File: config.mk
export PLATFORM = sky130hd
export DESIGN_NAME = bchecc_sfr_seq
export DESIGN_NICKNAME = d
export VERILOG_FILES = /design/src/rtl/bchecc_sfr_seq.sv
export SDC_FILE = /design/constraint.sdc
export NUM_CORES = 1
export LEC_CHECK = 0
export CAP_MARGIN = 20
export CELL_PAD_IN_SITES_DETAIL_PLACEMENT = 1
export CELL_PAD_IN_SITES_GLOBAL_PLACEMENT = 2
export CORE_UTILIZATION = 25
export CTS_CLUSTER_SIZE = 30
export DETAILED_ROUTE_END_ITERATION = 8
export PLACE_DENSITY_LB_ADDON = 0.1
export SLEW_MARGIN = 20
export SYNTH_ARGS = -nofsm -noshare
export SYNTH_HDL_FRONTEND = slang
export SYNTH_SLANG_ARGS = --single-unit
File: constraint.sdc
create_clock -name clk -period 4.91 [get_ports clk]
set_input_delay 0.491 -clock clk [delete_from_list [all_inputs] [get_ports clk]]
set_output_delay 0.491 -clock clk [all_outputs]
set_load 0.1 [all_outputs]
File: src/rtl/bchecc_sfr_seq.sv
// bchecc_sfr_seq: SFR initiator that runs one BCH ECC operation per start request.
// Sequence: config write (0x4), control write (0x0), status polling (0x8) until
// busy clears or the poll budget runs out, then a done pulse with the status byte.
// Optional feature macro: BCHECC_SEQ_CLRFAIL_EN adds a write of 0 to 0x8 after
// every non-timeout completion to clear the sticky correct_fail status bit.
module bchecc_sfr_seq #(
  parameter int POLL_GAP  = 4,
  parameter int MAX_POLLS = 1023
) (
  input  logic        clk,
  input  logic        rst_n,
  input  logic        start_i,
  input  logic [9:0]  cfg_i,
  input  logic [3:0]  ctrl_i,
  input  logic [31:0] sfr_rdata_i,
  output logic        sfr_en_o,
  output logic        sfr_rd_o,
  output logic        sfr_wr_o,
  output logic [1:0]  sfr_size_o,
  output logic [3:0]  sfr_addr_o,
  output logic [31:0] sfr_wdata_o,
  output logic        busy_o,
  output logic        done_o,
  output logic [7:0]  stat_o,
  output logic        timeout_o
);

  typedef enum logic [2:0] {
    S_IDLE     = 3'd0,
    S_WR_CFG   = 3'd1,
    S_WR_CTRL  = 3'd2,
    S_WAIT     = 3'd3,
    S_RD_STAT  = 3'd4,
`ifdef BCHECC_SEQ_CLRFAIL_EN
    S_CLR_FAIL = 3'd6,
`endif
    S_DONE     = 3'd5
  } state_t;

  localparam logic [7:0]  GAP_LOAD  = 8'(POLL_GAP - 1);
  localparam logic [10:0] MAX_POLL  = 11'(MAX_POLLS);

  state_t      state_q;
  state_t      state_d;
  logic [9:0]  cfg_q;
  logic [3:0]  ctrl_q;
  logic [7:0]  gap_q;
  logic [9:0]  poll_q;
  logic [7:0]  stat_q;
  logic        timeout_q;
  logic [10:0] poll_inc;
  logic        slave_busy;
  logic        polls_left;
  logic        unused_rdata;

  // Poll accounting is done one bit wider so MAX_POLLS = 1023 compares cleanly.
  assign poll_inc     = {1'b0, poll_q} + 11'd1;
  assign polls_left   = (poll_inc < MAX_POLL);
  assign slave_busy   = sfr_rdata_i[0];
  assign unused_rdata = ^sfr_rdata_i[31:8];

  assign busy_o    = (state_q != S_IDLE);
  assign stat_o    = stat_q;
  assign timeout_o = timeout_q;

  // State register; reset forces IDLE, which also zeroes every decoded output.
  always_ff @(posedge clk) begin
    if (!rst_n) state_q <= S_IDLE;
    else        state_q <= state_d;
  end

  // Next-state selection and the single-cycle SFR access decoded from the state.
  always_comb begin
    state_d     = state_q;
    sfr_en_o    = 1'b0;
    sfr_rd_o    = 1'b0;
    sfr_wr_o    = 1'b0;
    sfr_size_o  = 2'b00;
    sfr_addr_o  = 4'h0;
    sfr_wdata_o = 32'h0;
    done_o      = 1'b0;
    case (state_q)
      S_IDLE: begin
        if (start_i) state_d = S_WR_CFG;
      end
      S_WR_CFG: begin
        sfr_en_o    = 1'b1;
        sfr_wr_o    = 1'b1;
        sfr_size_o  = 2'b10;
        sfr_addr_o  = 4'h4;
        sfr_wdata_o = {22'b0, cfg_q};
        state_d     = S_WR_CTRL;
      end
      S_WR_CTRL: begin
        sfr_en_o    = 1'b1;
        sfr_wr_o    = 1'b1;
        sfr_addr_o  = 4'h0;
        sfr_wdata_o = {4{4'h0, ctrl_q}};
        state_d     = S_WAIT;
      end
      S_WAIT: begin
        if (gap_q == 8'd0) state_d = S_RD_STAT;
      end
      S_RD_STAT: begin
        sfr_en_o   = 1'b1;
        sfr_rd_o   = 1'b1;
        sfr_addr_o = 4'h8;
        if (slave_busy) begin
          state_d = polls_left ? S_WAIT : S_DONE;
        end else begin
`ifdef BCHECC_SEQ_CLRFAIL_EN
          state_d = S_CLR_FAIL;
`else
          state_d = S_DONE;
`endif
        end
      end
`ifdef BCHECC_SEQ_CLRFAIL_EN
      S_CLR_FAIL: begin
        sfr_en_o   = 1'b1;
        sfr_wr_o   = 1'b1;
        sfr_addr_o = 4'h8;
        state_d    = S_DONE;
      end
`endif
      S_DONE: begin
        done_o  = 1'b1;
        state_d = S_IDLE;
      end
      default: state_d = S_IDLE;
    endcase
  end

  // Operand capture, gap/poll counters and the held status/timeout results.
  always_ff @(posedge clk) begin
    if (!rst_n) begin
      cfg_q     <= 10'h0;
      ctrl_q    <= 4'h0;
      gap_q     <= 8'h0;
      poll_q    <= 10'h0;
      stat_q    <= 8'h0;
      timeout_q <= 1'b0;
    end else begin
      case (state_q)
        S_IDLE: begin
          if (start_i) begin
            cfg_q     <= cfg_i;
            ctrl_q    <= ctrl_i;
            poll_q    <= 10'h0;
            stat_q    <= 8'h0;
            timeout_q <= 1'b0;
          end
        end
        S_WR_CTRL: gap_q <= GAP_LOAD;
        S_WAIT: begin
          if (gap_q != 8'd0) gap_q <= gap_q - 8'd1;
        end
        S_RD_STAT: begin
          stat_q <= sfr_rdata_i[7:0];
          poll_q <= poll_inc[9:0];
          if (slave_busy) begin
            if (polls_left) gap_q     <= GAP_LOAD;
            else            timeout_q <= 1'b1;
          end
        end
        default: ;
      endcase
    end
  end

endmodule
## Yosys cells after proc, flatten, opt, wreduce, memory -nomap -nowiden

Index checks and enable logic that the tools add are counted.

| cells by class | value |
|---|---|
| add/subtract/negate cells | 2 |
| order comparisons | 1 |
| equal/unequal tests | 11 |
| mux-type cells | 24 |
| reductions and logical operators | 13 |

Operators with widths:

| operator | count |
|---|---|
| 28-bit case mux with 2 select lines | 1 |
| 8-bit 2-to-1 mux | 4 |
| 8-bit case mux with 3 select lines | 1 |
| 10-bit case mux with 2 select lines | 1 |
| 8-bit case mux with 2 select lines | 1 |
| 3-bit case mux with 5 select lines | 1 |
| 3-bit 2-to-1 mux | 4 |
| 2-bit inequality test (second input constant) | 6 |
| 10-bit by 1-bit adder with 11-bit output (second input constant) | 1 |
| 11-bit by 10-bit less-than comparator with 1-bit output (second input constant) | 1 |
| 10-bit 2-to-1 mux | 1 |
| 8-bit logical NOT | 1 |
| 4-bit case mux with 2 select lines | 1 |
| 4-bit AND reduction | 2 |
| 8-bit nonzero test | 1 |
| 8-bit by 1-bit subtractor with 8-bit output (second input constant) | 1 |
| 1-bit 2-to-1 mux | 7 |
| 3-bit by 2-bit equality test with 1-bit output (second input constant) | 2 |
| 3-bit equality test (second input constant) | 2 |
| 2-bit AND reduction | 3 |
| 3-bit nonzero test | 2 |
| 3-bit by 1-bit equality test with 1-bit output (second input constant) | 1 |
| 3-bit logical NOT | 1 |
| 3-bit OR reduction | 1 |
| other kinds (4) | 4 |

| word-level totals | value |
|---|---|
| flip-flop bits (word level) | 44 |
| input bits | 49 |
| output and inout bits | 52 |
| logic and storage cells | 58 |

## Depth between registers and ports, before layout

Gate-level depths: netlist of the first run.

| depth | value |
|---|---|
| depth after elaboration | 5 |
| depth in mapped cells | 8 |
| mapped depth without buffers | 6 |

## Least setup slack after synthesis of the first run

OpenSTA, ideal clock, no wires.

| timing | value |
|---|---|
| path kind | reg2out |
| from | reg state_q[1] |
| to | out sfr_en_o |
| arrival | 2678 ps |
| data required time | 4419 ps |
| setup slack | 1741 ps |
| cell stages (with the launch flop) | 4 |
| path buffers | 1 |
| path through | dfxtp_1 -> buf_2 -> xnor2_1 -> o21ai_0 |

| on the way | value |
|---|---|
| longest elaborated chain between the ends | 3 |
| elaborated cells between the ends (all ways) | 5 |
| those cells by class | 3 x eq/ne; 1 x mux; 1 x reduce/logical |

Ends and longest elaborated chain:

| element | RTL line | RTL |
|---|---|---|
| start, declared | 43 | `state_t state_q;` |
| start signal, assigned | 69 | `else state_q <= state_d;` |
| 3-bit equality test, or another cell as far along | 82 | `case (state_q)` |
| 3-bit OR reduction (no line) (*) | - |  |
| 1-bit 2-to-1 mux (*) | 82 |  |
| end, declared | 16 | `output logic sfr_en_o,` |

Every way passes the cells marked *; elsewhere a longest branch is shown, timed or not.

## Worst setup path in the final report of the first run

| timing | value |
|---|---|
| from | reg state_q[1] |
| to | out sfr_wdata_o[2] |

| on the way | value |
|---|---|
| longest elaborated chain between the ends | 2 |
| elaborated cells between the ends (all ways) | 3 |
| those cells by class | 2 x eq/ne; 1 x mux |

Ends and longest elaborated chain:

| element | RTL line | RTL |
|---|---|---|
| 3-bit by 2-bit equality test with 1-bit output or 3-bit by 1-bit equality test with 1-bit output (tied branches) | 82 |  |
| 28-bit case mux with 2 select lines (*) | 82 |  |
| end, declared | 21 | `output logic [31:0] sfr_wdata_o,` |

Marks and branches as above.

==> results of run 1 <==
metrics by stage:
stage	power (mW)	setup slack [ns]	hold slack [ns]
2_1_floorplan	0.630	1.74	0.432
3_3_place_gp	0.690	1.79	0.439
3_5_place_dp	0.691	1.79	0.446
4_1_cts	0.943	1.45	0.458
5_1_grt	0.973	1.33	0.484
6_report	0.925	1.50	0.454
cells by family (layout without fill, tap and decap cells):
kind of cell    count (synthesis)  after routing  share of synthesized area (%)
fa+ha+maj                       3              3                           1.51
simple gates                  124            124                           25.7
flops                          44             44                           35.4
xor+xnor                        4              4                           1.41
other cells                     1             15                          0.151
buf+inv                        52             82                           11.8
compound gates                 92             92                           24.0
per-layer routing:
metal	vias to the layer above	wire length [µm]	share of wire [%]	track usage [%]
met4	0	55	0.74	3.68
met3	5	185	2.5	2.28
met1	1159	3660	50	19.9
met5	-	0	0	0
met2	35	3480	47	23.4
li1	1181	-	-	-
cells in the mapped netlist, drive strengths merged (2+ instances only):
master and n:
a41oi 3, nor2 13, a221oi 2, clkbuf 9, a211oi 3, nand3b 3, nor3b 2, inv 8
xnor2 3, buf 34, nand2b 2, nand3 25, nor2b 3, o211ai 2, nor4 3, a21o 7
o22ai 2, ha 3, a21oi 40, dfxtp 44, nand2 45, nand4 2, a31oi 8, nor3 6
a21boi 3, and3 4, and2 10, o21ai 12
critical path, stage by stage, from the launching register on:
cell and delay, ns:
dfxtp_1 0.53, nand2b_1 0.28, nor2_1 0.30, and2_1 0.27, a21o_1 0.11, clkdlybuf4s50_1 1.13
sequential cells by signal, indices dropped and copies added, names as in the netlist:
register and flops:
cfg_q 10, poll_q 10, gap_q 8, stat_o 8, ctrl_q 4, state_q 3, timeout_o 1
power by group:
part           switching [mW]  internal, mW
logic                   0.221        0.0731
clock network           0.133         0.113
registers              0.0138         0.371
layout make-up:
class / count / area [µm²]
fillers: 1183 / 6510
multi-input cells: 238 / 1360
flip-flops and latches: 44 / 881
repair buffers: 65 / 641
well taps: 133 / 166
clock buffers: 6 / 82.6
inverters: 9 / 33.8
clock inverters: 2 / 10.0
worst max-delay path by stage:
stage                          end  slack [ns]       start  cells after the start
floorplan                 sfr_en_o        1.74  state_q[1]                      3
global placement    sfr_wdata_o[2]        1.79  state_q[1]                      5
detailed placement  sfr_wdata_o[2]        1.79  state_q[1]                      5
CTS                 sfr_wdata_o[2]        1.45  state_q[1]                      5
global route        sfr_wdata_o[3]        1.33  state_q[1]                      5
finish              sfr_wdata_o[2]        1.50  state_q[1]                      5
==> flow_metrics.py, run 1 <==
metrics = {
    "grt": {
        "grt_pass1_vias": 2251,
        "initial_antenna_violation_count": 0,
        "grt_max_degree": 31,
        "overflow": 0,
        "global_route.usage.total_pct": 14.5,
        "wire_length_of_the_first_global_routing_pass_um": 11600,
    },
    "setup_path": {
        "worst_r2r_endpoint": "poll_q[6]",
        "critical_path_required_ns": 4.42,
        "worstPathArrival_ns": 2.91,
        "critPathMaxFanout": 10,
        "timing.setup.critical_path_class": "reg2out",
        "ff2ff_path_depth": 7,
        "endpoint_kind": "output port",
        "worst-r2r-setup-slack_ns": 2.33,
        "cp-start-kind": "register",
        "regToRegStartpoint": "state_q[0]",
    },
    "min_path": {
        "hp-start": "ctrl_q[1]",
        "min_to": "ctrl_q[1]",
        "worstHoldPathType": "reg2reg",
        "worstHoldPathCells": 2,
    },
    "cells_and_area": {
        "nNetsFinal": 415,
        "share_of_layout_cells_above_drive_strength_1_pct": 6.32,
        "num_antenna_cells": 0,
        "syn_to_final_growth_pct": 27.8,
        "layout_commonest_cell": "clkdlybuf4s50_1",
        "commonest_non_fill_non_tap_cells_in_the_layout": "61 x clkdlybuf4s50_1, 45 x nand2_1, 44 x dfxtp_1, 39 x a21oi_1, 24 x nand3_1",
        "utilization_pct": 32.8,
        "stdcell_count": 497,
        "design_area_mm2": 0.00318,
    },
    "floorplan": {
        "floorplan.core_area_mm2": 0.00968,
        "initial_utilization_pct": 25.7,
        "chipHeight_um": 102,
        "die_w_um": 102,
        "floorplan.die_area_mm2": 0.0103,
        "rows": 36,
        "num_io_pins": 101,
    },
    "yosys": {
        "post-synth-top-area-cell": "dfxtp_1",
        "seq_area_frac_synth_pct": 35.4,
        "synth_cell_type_count": 58,
        "synth.top_cells.by_area": "dfxtp_1 35%, a21oi_1 7.9%, buf_4 6.9%",
        "synthDominantCellAreaShare_pct": 35.4,
        "synth_warn": 0,
        "synth-edff-count": 0,
        "yosys_most_used_dff": "dfxtp_1",
        "synthesis.area_per_instance_um2": 7.77,
        "netlist_instances": 320,
        "proportion_of_synthesized_flip_flops_having_asynchronous_set_or_reset_pct": 0,
        "total_of_flip_flops_plus_latches_after_synthesis": 44,
        "synth.cell_area_mm2": 0.00248,
    },
    "timing": {
        "report.final.slew_viol_count": 0,
        "final.setup.tns_ns": 0,
        "timing_hold_violations_final": 0,
        "setup_violations": 0,
        "maxSlewHeadroom_pct": 33.5,
        "final.period_utilization_pct": 69.4,
        "achievable-frequency_mhz": 294,
        "period_minus_slack_ns": 3.41,
        "clock_skew_ns": 0.0122,
        "tightest_slew_ns": 0.994,
        "unrepaired_setup_endpoints_after_global_routing": "false",
    },
    "route": {
        "totalWireLength_um": 7390,
        "dr_total_vias": 2380,
        "dr.first_iter.drc_count": 35,
        "drc_errors": 0,
        "routed_via_density": 4.79,
        "drt-pass1-iter-count": 5,
        "antenna_left": 0,
        "detail_route.wl_per_cell_um": 14.9,
    },
    "cts": {
        "postCtsResizedCells": 0,
        "cts_post_setup_buffers_inserted": 0,
        "num_cts_buffers": 5,
        "htreeDepth": 2,
        "cts.sink_count": 44,
        "clk_pin_slew_worst_paths_ns": 0.09,
        "clock-root-buffer": "clkbuf_8",
        "ctsLongestPathBuffers": 2,
        "clock_tree_from_tritoncts": "done",
        "worst_skew_pair.late_latency_ns": 0.30,
        "post_cts_hold_buffer_count": 0,
    },
    "pwr": {
        "power_density_mw_per_mm2": 291,
        "cellLeakagePower_nw": 1.17,
        "ir_worst_vdd_mv": 0.112,
    },
    "run": {
        "cap_viol_max_count": 0,
    },
    "placement": {
        "gpl.final_weighted_congestion": 0.758,
        "buffer_ports.inserted": 61,
        "post-dp-hpwl_um": 5110,
        "placed_area_mm2": 0.00308,
        "dpl.cell_count": 489,
    },
    "status": {
        "outcome": "completed",
    },
}
No activity file was read; power rests on OpenSTA's default activity.
==> inputs of run 2 (changes only) <==
Settings changed: CORE_UTILIZATION 25 to 21.
Clock period 4.91 ns to 3.12 ns, I/O delays scaled along.
==> run 2 against run 1 <==
Net effect: worst setup slack lost 0.74 ns; global-route usage is 1.3 points lower; flip-flop and latch count is the same; non-clock buffer count is 5 higher; register-to-register slack lost 1.4 ns; clock power up 120%; clock skew shrank 0.0074 ns; sequential share of layout area fell by 1.6 points.
==> flow_metrics.py, run 2 (synthesis results as in run 1) <==
metrics = {
    "cts": {
        "clock_tree_from_tritoncts": "done",
        "htreeDepth": 2,
        "cts.sink_count": 44,
        "clock-root-buffer": "clkbuf_16",
        "clk_pin_slew_worst_paths_ns": 0.06,
        "cts_post_setup_buffers_inserted": 0,
        "worst_skew_pair.late_latency_ns": 0.29,
        "post_cts_hold_buffer_count": 0,
        "ctsLongestPathBuffers": 2,
        "postCtsResizedCells": 0,
        "num_cts_buffers": 5,
    },
    "route": {
        "drc_errors": 0,
        "dr.first_iter.drc_count": 67,
        "detail_route.wl_per_cell_um": 15.5,
        "totalWireLength_um": 7940,
        "dr_total_vias": 2393,
        "antenna_left": 0,
        "drt-pass1-iter-count": 4,
        "routed_via_density": 4.67,
    },
    "timing": {
        "setup_violations": 0,
        "final.setup.worst_slack_ns": 0.769,
        "timing_hold_violations_final": 0,
        "achievable-frequency_mhz": 425,
        "final.period_utilization_pct": 75.3,
        "tightest_slew_ns": 0.992,
        "clock_skew_ns": 0.00485,
        "period_minus_slack_ns": 2.35,
        "unrepaired_setup_endpoints_after_global_routing": "false",
        "report.final.slew_viol_count": 0,
        "maxSlewHeadroom_pct": 33.7,
        "final.setup.tns_ns": 0,
    },
    "setup_path": {
        "timing.setup.critical_path_class": "reg2out",
        "cp_slowest_cell": "dfxtp_1",
        "critical_path_required_ns": 2.81,
        "slowest_delay_ns": 0.54,
        "cp-start-kind": "register",
        "critPathMaxFanout": 10,
        "endpoint_kind": "output port",
        "critPathTopFamily": "simple AND/OR/NAND/NOR gates",
        "timing.critical_path.buf_inv": 1,
        "worstPathArrival_ns": 2.04,
        "cp_cell_sequence": "nand2b_1, nor2_1, and2_1, a21o_1, buf_12",
    },
    "cells_and_area": {
        "multiInputGateArea_mm2": 0.00136,
        "syn_to_final_growth_pct": 35.6,
        "share_of_layout_cells_above_drive_strength_1_pct": 14.9,
        "commonest_non_fill_non_tap_cells_in_the_layout": "45 x nand2_1, 44 x dfxtp_1, 39 x a21oi_1, 32 x clkdlybuf4s50_1, 25 x buf_4",
        "nNetsFinal": 420,
        "filler_cell_count": 1368,
        "layout_commonest_cell": "nand2_1",
        "stdcell_count": 512,
        "register_area_um2": 881,
        "num_antenna_cells": 0,
        "design_area_mm2": 0.00337,
        "reg_top3": "cfg_q (10), poll_q (10)",
    },
    "pwr": {
        "power_density_mw_per_mm2": 489,
        "cellLeakagePower_nw": 1.30,
        "ir_worst_vdd_mv": 0.264,
    },
    "floorplan": {
        "chipHeight_um": 111,
        "floorplan.core_area_mm2": 0.0115,
        "rows": 39,
        "floorplan.die_area_mm2": 0.0123,
        "num_io_pins": 101,
        "die_w_um": 111,
        "initial_utilization_pct": 21.7,
    },
    "grt": {
        "initial_antenna_violation_count": 0,
        "global_route.usage.total_pct": 13.2,
        "wire_length_of_the_first_global_routing_pass_um": 12900,
        "overflow": 0,
        "grt_pass1_vias": 2395,
        "grt_max_degree": 35,
    },
    "run": {
        "cap_viol_max_count": 0,
    },
    "placement": {
        "dpl.cell_count": 504,
        "post-dp-hpwl_um": 5560,
        "preCtsSetupSlack_ns": 0.909,
        "buffer_ports.inserted": 61,
        "gpl.final_weighted_congestion": 0.683,
        "placed_area_mm2": 0.00322,
    },
    "min_path": {
        "worstHoldPathType": "reg2reg",
    },
    "status": {
        "outcome": "completed",
    },
}
==> run 2: cell types whose count changed in the layout (fill, tap and decap cells not counted) <==
cell	change
clkdlybuf4s50_1	-29
clkbuf_1	+2
buf_4	+21
clkbuf_8	-5
clkbuf_16	+5
clkinv_2	-2
buf_12	+13
==> run 2: cell type report <==
cell class	instances	area share, %
multi-input cells	238	40.4
well taps	143	5.31
clock buffers	8	4.34
flip-flops and latches	44	26.1
repair buffers	70	22.8
inverters	9	1.00
==> run 2: final timing paths <==
path	startpoint	end	slack, ns	cells past startpoint
max	state_q[1]	sfr_wdata_o[3]	0.77	5
max reg2reg	state_q[2]	poll_q[3]	0.93	5
min reg2reg	cfg_q[4]	cfg_q[4]	0.45	2
min	cfg_q[4]	cfg_q[4]	0.45	2
==> run 2: through the flow <==
stage	hold slack (ns)	util, %	power [mW]
after floorplan	0.410	-	0.991
after global routing	0.478	29.4	1.73
final	0.452	29.4	1.65
after detailed placement	0.447	28.1	1.12
after CTS	0.456	29.4	1.69
after global placement	0.437	28.1	1.12
==> run 2: report_power, final <==
| part | internal (mW) | switching (mW) |
|---|---|---|
| logic | 0.139 | 0.364 |
| registers | 0.584 | 0.0196 |
| clock network | 0.320 | 0.221 |
==> run 2: routing by layer <==
layer | track usage, % | wire length (µm) | up-vias
li1 | - | - | 1188
met1 | 17.2 | 3910 | 1168
met2 | 22.0 | 3730 | 33
met3 | 2.84 | 242 | 4
met4 | 3.20 | 58 | 0
met5 | 0 | 0 | -
==> run 2: worst register-to-register path, stage by stage (launching register included) <==
cell      delay [ns]
dfxtp_1         0.51
nor2b_2         0.31
nand2b_1        0.25
buf_4           0.27
or4b_2          0.64
a21oi_1         0.15
==> inputs of run 3 (changes only) <==
Clock period 3.12 ns to 2.15 ns, I/O delays scaled along.
==> run 3 against run 2 <==
Net effect: core utilization increased by 2.7 points; largest power group is now the clock network; count of clock-buffer cells in the layout is 3 lower; clock power rose by 72%; non-clock buffer count grew 13; highest routed layer unchanged; largest cell class unchanged; flip-flop and latch count unchanged; register-to-register slack got worse by 0.72 ns; sequential power up 44%; worst hold slack better by 0.0020 ns; worst setup slack got worse by 0.67 ns; cell count is 2.5% higher; combinational power is 60% higher; sequential share of layout area shrank 2.2 points.
==> flow_metrics.py, run 3 (synthesis results as in run 1) <==
metrics = {
    "status": {
        "outcome": "completed",
    },
    "setup_path": {
        "worst_setup_path_startpoint": "state_q[2]",
        "worst_r2r_endpoint": "gap_q[4]",
        "timing.setup.critical_path_class": "reg2out",
        "cp_cell_sequence": "buf_4, nand2b_1, nor2_1, and2_2, a21o_2, buf_12",
        "worstPathArrival_ns": 1.84,
        "critPathMaxFanout": 7,
        "slowest_delay_ns": 0.35,
        "cp_num_cells": 6,
        "worst-r2r-setup-slack_ns": 0.21,
        "ff2ff_path_depth": 5,
        "cp-start-kind": "register",
        "timing.critical_path.buf_inv": 2,
        "cp_slowest_cell": "dfxtp_1",
        "regToRegStartpoint": "poll_q[3]",
        "capturing_instance_or_port_of_the_critical_path": "sfr_wdata_o[3]",
        "endpoint_kind": "output port",
        "critical_path_required_ns": 1.93,
        "critPathTopFamily": "simple AND/OR/NAND/NOR gates",
    },
    "pwr": {
        "power_mw": 2.60,
        "ir_worst_vdd_mv": 0.491,
        "cellLeakagePower_nw": 1.43,
        "power_density_mw_per_mm2": 707,
    },
    "timing": {
        "unrepaired_setup_endpoints_after_global_routing": "false",
        "final.setup.tns_ns": 0,
        "report.final.slew_viol_count": 0,
        "timing_hold_violations_final": 0,
        "achievable-frequency_mhz": 487,
        "setup_violations": 0,
        "period_minus_slack_ns": 2.05,
        "clock_skew_ns": 0.00355,
        "final.period_utilization_pct": 95.5,
        "final.setup.worst_slack_ns": 0.0962,
    },
    "route": {
        "top_signal_layer_used": "met4",
        "detail_route.wl_per_cell_um": 15.7,
        "antenna_left": 0,
        "totalWireLength_um": 8260,
        "detail_route.wirelength.met1_um": 4140,
        "drt-pass1-iter-count": 4,
        "dr_total_vias": 2424,
        "routed_via_density": 4.62,
        "drc_errors": 0,
        "dr.first_iter.drc_count": 77,
        "routed-wl-met2_um": 3740,
        "route.met3.wl_um": 287,
    },
    "floorplan": {
        "die_w_um": 111,
        "floorplan.core_area_mm2": 0.0115,
        "floorplan.die_area_mm2": 0.0123,
        "rows": 39,
        "num_io_pins": 101,
        "chipHeight_um": 111,
        "initial_utilization_pct": 21.7,
    },
    "grt": {
        "overflow": 0,
        "grt_pass1_vias": 2466,
        "initial_antenna_violation_count": 0,
        "grt_max_degree": 22,
        "wire_length_of_the_first_global_routing_pass_um": 13500,
        "global_route.usage.total_pct": 14.0,
    },
    "cts": {
        "ctsLongestPathBuffers": 2,
        "clock-root-buffer": "clkbuf_16",
        "num_cts_buffers": 5,
        "clk_pin_slew_worst_paths_ns": 0.07,
        "clock_tree_from_tritoncts": "done",
        "worst_skew_pair.late_latency_ns": 0.30,
        "htreeDepth": 2,
        "cts.sink_count": 44,
    },
    "placement": {
        "preCtsSetupSlack_ns": 0.241,
        "placed_area_mm2": 0.00351,
        "buffer_ports.inserted": 61,
        "gpl.final_weighted_congestion": 0.707,
        "post-dp-hpwl_um": 6050,
    },
    "cells_and_area": {
        "utilization_pct": 32.1,
        "num_antenna_cells": 0,
        "syn_to_final_growth_pct": 48.1,
        "reg_top3": "cfg_q (10), poll_q (10)",
        "nNetsFinal": 433,
        "commonest_non_fill_non_tap_cells_in_the_layout": "45 x nand2_1, 44 x dfxtp_1, 39 x a21oi_1, 31 x buf_4, 28 x buf_12",
        "layout_commonest_cell": "nand2_1",
        "design_area_mm2": 0.00368,
        "share_of_layout_cells_above_drive_strength_1_pct": 24.6,
    },
    "run": {
        "cap_viol_max_count": 0,
    },
    "min_path": {
        "worstHoldPathType": "reg2reg",
    },
}
run 3: changes by cell type in the layout (fill, tap and decap cells not counted), sizes merged:
cell,before,now
buf,38,59
bufinv,0,1
clkbuf,8,5
clkdlybuf4s50,32,24
clkinvlp,0,1
inv,8,9
run 3: worst reg2reg max path, cell delays in order (launching register included):
cell and delay [ns]:
dfxtp_1 0.50, nand4_1 0.22, o31a_1 0.33, o221a_2 0.34
a21oi_2 0.29, o22ai_1 0.13
run 3: timing repair:
item | CTS | global route
hold buffers | 0 | 0
hold endpoints to repair | 0 | 0
buffers inserted | 0 | 0
setup endpoints to repair | 0 | 1
resized for setup | 0 | 1
run 3: how the worst min path moves through the flow:
stage	start	end	depth (start not counted)
floorplan	sfr_rdata_i[0]	state_q[2]	1
global placement	ctrl_q[0]	ctrl_q[0]	2
detailed placement	cfg_q[5]	cfg_q[5]	2
CTS	sfr_rdata_i[1]	stat_o[1]	3
global route	cfg_i[9]	cfg_q[9]	3
finish	cfg_q[5]	cfg_q[5]	2
run 3: report_power, final:
| part | switching [mW] | leakage, nW | internal, mW |
|---|---|---|---|
| clock network | 0.376 | 0.0804 | 0.554 |
| registers | 0.0230 | 0.357 | 0.846 |
| logic | 0.550 | 0.993 | 0.254 |
| total | 0.949 | 1.43 | 1.65 |
run 3: cell type report:
cell class / instances / area, µm²
Sequential cell: 44 / 881
Clock inverter: 3 / 46.3
Fill cell: 1331 / 7790
Inverter: 9 / 33.8
Clock buffer: 5 / 125
Timing Repair Buffer: 83 / 1030
Tap cell: 143 / 179
Multi-Input combinational cell: 238 / 1380
run 3: metrics by stage:
| stage | instances | hold slack, ns |
|---|---|---|
| floorplan | 334 | 0.313 |
| global placement | 517 | 0.437 |
| detailed placement | 517 | 0.447 |
| CTS | 525 | 0.446 |
| global route | 525 | 0.473 |
| finish | 525 | 0.454 |
run 3: routing by layer:
metal,global-route usage [%],vias to the layer above
li1,-,1221
met1,19.0,1162
met2,21.7,36
met3,3.72,5
met4,3.91,0
met5,0,-
